## src/rtl/cpu_clk_gen.sv

```systemverilog
// CPU clock generator: divides system_clk into a free-running, haltable and
// single-steppable CPU clock, with edge ticks and a rising-edge counter.
//
// state      | meaning
// -----------+---------------------------------------------------------------
// ST_RUN     | free-running, clk toggles at every phase boundary
// ST_HALTED  | clk parked high, cnt parked at 0, waiting for run or step
// ST_STEP_LO | low half of a single-step period
// ST_STEP_HI | high half of a single-step period, then back to ST_HALTED
module cpu_clk_gen #(
  parameter int CNT_W        = 5,
  parameter int DEFAULT_HALF = 16,
  parameter int CYC_W        = 32
) (
  input  logic             system_clk,
  input  logic             reset,
  input  logic [1:0]       mode,
  input  logic             step_req,
  input  logic [CNT_W-1:0] half_i,
  output logic             clk,
  output logic             rise_tick,
  output logic             fall_tick,
  output logic             halted,
  output logic [CYC_W-1:0] cyc_cnt
);

  typedef enum logic [1:0] {
    ST_RUN     = 2'b00,
    ST_HALTED  = 2'b01,
    ST_STEP_LO = 2'b10,
    ST_STEP_HI = 2'b11
  } state_t;

  localparam logic [1:0] MODE_RUN  = 2'b00;
  localparam logic [1:0] MODE_STEP = 2'b10;

  state_t           state_q, state_d;
  logic [CNT_W-1:0] cnt_q, cnt_d;
  logic [CNT_W-1:0] half_q, half_d;
  logic             clk_q, clk_d;
  logic             rise_q, rise_d;
  logic             fall_q, fall_d;
  logic [CYC_W-1:0] cyc_q, cyc_d;
  logic             boundary;

  assign boundary = (cnt_q == half_q);

  always_comb begin
    state_d = state_q;
    cnt_d   = cnt_q + 1'b1;
    half_d  = half_q;
    clk_d   = clk_q;

    case (state_q)
      ST_RUN: begin
        if (boundary) begin
          cnt_d  = '0;
          half_d = half_i;
          // Any non-run mode parks clk high at this boundary: a low phase
          // ends with a rise, a high phase simply stays high.
          if (mode == MODE_RUN) begin
            clk_d = ~clk_q;
          end else begin
            clk_d   = 1'b1;
            state_d = ST_HALTED;
          end
        end
      end
      ST_HALTED: begin
        cnt_d = '0;
        clk_d = 1'b1;
        if (mode == MODE_RUN) begin
          state_d = ST_RUN;
          half_d  = half_i;
        end else if (mode == MODE_STEP && step_req) begin
          state_d = ST_STEP_LO;
          clk_d   = 1'b0;
          half_d  = half_i;
        end
      end
      ST_STEP_LO: begin
        if (boundary) begin
          cnt_d   = '0;
          half_d  = half_i;
          clk_d   = 1'b1;
          state_d = ST_STEP_HI;
        end
      end
      ST_STEP_HI: begin
        if (boundary) begin
          cnt_d   = '0;
          half_d  = half_i;
          state_d = ST_HALTED;
        end
      end
      default: begin
        state_d = ST_RUN;
        cnt_d   = '0;
      end
    endcase

    // Ticks are computed from the next clk value so they line up with it.
    rise_d = clk_d & ~clk_q;
    fall_d = ~clk_d & clk_q;
    cyc_d  = rise_d ? cyc_q + 1'b1 : cyc_q;
  end

  always_ff @(posedge system_clk or negedge reset) begin
    if (!reset) begin
      state_q <= ST_RUN;
      cnt_q   <= '0;
      half_q  <= CNT_W'(DEFAULT_HALF);
      clk_q   <= 1'b1;
      rise_q  <= 1'b0;
      fall_q  <= 1'b0;
      cyc_q   <= '0;
    end else begin
      state_q <= state_d;
      cnt_q   <= cnt_d;
      half_q  <= half_d;
      clk_q   <= clk_d;
      rise_q  <= rise_d;
      fall_q  <= fall_d;
      cyc_q   <= cyc_d;
    end
  end

  assign clk       = clk_q;
  assign rise_tick = rise_q;
  assign fall_tick = fall_q;
  assign halted    = (state_q == ST_HALTED);
  assign cyc_cnt   = cyc_q;

endmodule

```

## config.mk

```make
export PLATFORM = sky130hd
export DESIGN_NAME = cpu_clk_gen
export DESIGN_NICKNAME = d
export VERILOG_FILES = /design/src/rtl/cpu_clk_gen.sv
export SDC_FILE = /design/constraint.sdc
export NUM_CORES = 1
export LEC_CHECK = 0
export ABC_AREA = 0
export CORE_ASPECT_RATIO = 1.1
export CORE_MARGIN = 2
export CORE_UTILIZATION = 55
export CTS_CLUSTER_SIZE = 40
export DETAILED_ROUTE_END_ITERATION = 8
export GPL_TIMING_DRIVEN = 0
export PLACE_DENSITY = 0.86
export SYNTH_ARGS = -nofsm -noshare
export SYNTH_HDL_FRONTEND = slang
export SYNTH_SLANG_ARGS = --single-unit
```

## constraint.sdc

```tcl
create_clock -name system_clk -period 5.65 [get_ports system_clk]
set_clock_uncertainty 0.05 [all_clocks]
set_input_delay 0.565 -clock system_clk [delete_from_list [all_inputs] [get_ports system_clk]]
set_output_delay 0.565 -clock system_clk [all_outputs]
set_load 0.01 [all_outputs]
```

==> flow_summary.json <==
{
  "first_pass_iters": 4,
  "synth_top_area_frac": 0.4847,
  "async_flop_share": 1.000,
  "place_area_sq_um": 2854,
  "syn_nets": 231,
  "post_cts_buffers": 0,
  "synth_area_per_cell_sq_um": 10.86,
  "ys_types": 36,
  "cp_cell_sequence": "inv_1 -> ha_1 -> clkdlybuf4s50_1",
  "period_share": 0.4115,
  "final-instance-count-excl-fill": 320,
  "routedWlPerCell_microns": 14.72,
  "coreArea_sq_um": 4024,
  "tritoncts": "built",
  "cts_resized": 0,
  "ys_seq_area_frac": 0.5073,
  "rsz0062_at_grt": "false",
  "maxCapViolCount": 0,
  "finalSetupViolCount": 0,
  "total_power_mw": 1.113,
  "critPathMaxFanout": 7,
  "grtUsageTotal": 0.2138,
  "area_growth_pct": 27.14,
  "dieArea_sq_um": 4761,
  "min_period_ps": 2325,
  "first_iter_violations": 52,
  "sw_frac_of_total": 0.3533,
  "r2r-start": "state_q[0]$_DFFE_PN0P_",
  "reg2reg_slack_ps": 3450,
  "antenna_found_initial": 0,
  "worstSetupStartpointType": "register",
  "internal_power_mw": 0.7199,
  "clock.fmax_ghz": 0.4301,
  "required_ps": 5040,
  "multi_input_area_sq_um": 1094,
  "critPathTopFamily": "buffers and inverters",
  "worstMarginPinSlew_ps": 508.8,
  "synth_flop_cell": "dfrtp_1",
  "status": "complete, no violations",
  "yosysMostFrequentCell": "dfrtp_1",
  "worstPathArrival_ps": 1710,
  "ir_drop_uv": 182.9,
  "antenna_cells": 0,
  "finalSetupTns_ps": 0,
  "wirelength_microns": 4710,
  "p_switching_mw": 0.3932,
  "post-synth-top-area-cell": "dfrtp_1",
  "gp_congestion": 0.7715,
  "fin_area_sq_um": 2954,
  "grt_max_degree": 28,
  "netlist_area_sq_um": 2323,
  "globalRouteOverflowTotal": 0,
  "seq_power_share": 0.420,
  "via_count": 1763,
  "start_util": 0.5774,
  "post-route-util": 0.7341,
  "p_leak_nw": 1.386,
  "max_slew_margin": 0.6608,
  "fp-row-count": 24,
  "synth_edf_count": 0,
  "clock_sinks": 47,
  "finalHoldViolations": 0,
  "synth.top_cells.by_count": "45 x dfrtp_1, 32 x xor2_1, 20 x nor3_1",
  "combPwrFrac": 0.381,
  "grt_first_pass_wirelength_microns": 7721,
  "drc": 0,
  "dp_cells": 312,
  "ant_nets": 0,
  "clk_transition_reported_paths_ps": 90,
  "seq_area_sq_um": 1179,
  "num_io_pins": 46,
  "ctsHoldBuffers": 0,
  "port_buffers": 45,
  "critPathSlowestCell": "clkdlybuf4s50_1",
  "drive_above_1_share": 0.1007,
  "reg2reg_to": "cyc_cnt[20]$_DFFE_PN0P_",
  "critical_path_buf_inv_count": 2,
  "worst-r2r-cell-count": 8,
  "clock_insertion_delay_worst_skew_ps": 300,
  "syn_inst": 214,
  "nFillCells": 287,
  "pwr_density_cell_nw_per_um2": 376.8,
  "cts_root_buf": "clkbuf_8",
  "die_w_microns": 65.97,
  "worst_path_largest_cell_delay_ps": 580,
  "hp-class": "primary input to asynchronous set/reset pin",
  "p_clk_frac": 0.198,
  "yosys_warnings": 0,
  "cp-end-kind": "primary output",
  "synth_area_leaders": "dfrtp_1 48%, xor2_1 12%, nor3_1 4.3%",
  "clk_path_buf_depth": 2,
  "dpl.hpwl_microns": 3310,
  "ys_ff_latch": 47,
  "htree_levels": 2,
  "fp.dieH_microns": 72.17,
  "nets": 284,
  "maxSlewViolCount": 0,
  "vias_per_cell": 5.509,
  "path_class": "register to primary output",
  "grt_pass1_vias": 1698,
  "numCtsBuffers": 5
}
-- area by class of cell --
class / count / area share
sequential: 47 / 0.3990
buffer: 5 / 0.007200
timing repair buffer: 46 / 0.1576
clock buffer: 8 / 0.03388
inverter: 8 / 0.01017
tap: 52 / 0.02202
multi-input combinational: 154 / 0.3702
-- per-stage QoR --
stage / worst slack, ps / hold slack (ps)
after CTS: 3319 / 186.0
after global routing: 3214 / 202.4
final: 3325 / 170.8
after detailed placement: 3063 / 420.7
after global placement: 2705 / 405.2
after floorplan: 3770 / 219.4
-- cell families after synthesis --
logic type	share of synthesized area
muxes	0.03769
and+or+nand+nor	0.2181
AOI/OAI and AO/OA	0.03016
buffers and inverters	0.02208
xor gates and xnor gates	0.1470
adders and majority gates	0.03769
DFF	0.5073
-- per-layer routing --
layer / GRT usage / routed length [microns]
met1: 0.2769 / 2089
met2: 0.3468 / 2267
met3: 0.05736 / 290
met4: 0.07937 / 63
met5: 0 / 0
-- worst max path at each step --
stage | from | end | slack, ps | depth (start not counted)
after global routing | mode[0] | cyc_cnt[20]$_DFFE_PN0P_ | 3210 | 7
after detailed placement | mode[0] | cyc_cnt[20]$_DFFE_PN0P_ | 3060 | 7
after CTS | state_q[1]$_DFFE_PN0P_ | halted | 3320 | 3
after global placement | reset | cyc_cnt[19]$_DFFE_PN0P_ | 2710 | 1
final | state_q[1]$_DFFE_PN0P_ | halted | 3320 | 3
after floorplan | state_q[0]$_DFFE_PN0P_ | cyc_cnt[18]$_DFFE_PN0P_ | 3770 | 8
-- power groups by stage --
stage | Sequential [mW] | Combinational [mW] | Clock, mW
2_1_floorplan | 0.477 | 0.276 | 0
3_3_place_gp | 0.473 | 0.412 | 0
3_5_place_dp | 0.475 | 0.425 | 0
4_1_cts | 0.469 | 0.428 | 0.224
5_1_grt | 0.478 | 0.461 | 0.238
6_report | 0.468 | 0.424 | 0.221
-- layout by cell type, fill, tap and decap left out, types with 2 or more instances in the layout --
cell type	count
nor4_1	9
dfstp_2	2
clkbuf_1	4
mux2i_1	2
nor3_1	20
and2_1	2
o21ai_0	2
nand3_1	13
nand4_1	3
nor2_1	13
a21oi_1	4
xor2_1	32
clkdlybuf4s50_1	44
dfrtp_1	45
mux2_2	6
clkbuf_8	7
and3_1	2
buf_2	3
xnor2_1	7
ha_1	7
nand2_1	16
inv_1	8
-- registers in the layout (all words and copies together), names as in the netlist --
register   flops
clk            1
state_q        2
cnt_q          5
fall_tick      1
cyc_cnt       32
half_q         5
rise_tick      1
Note: power is estimated with default switching activity, not from simulation.
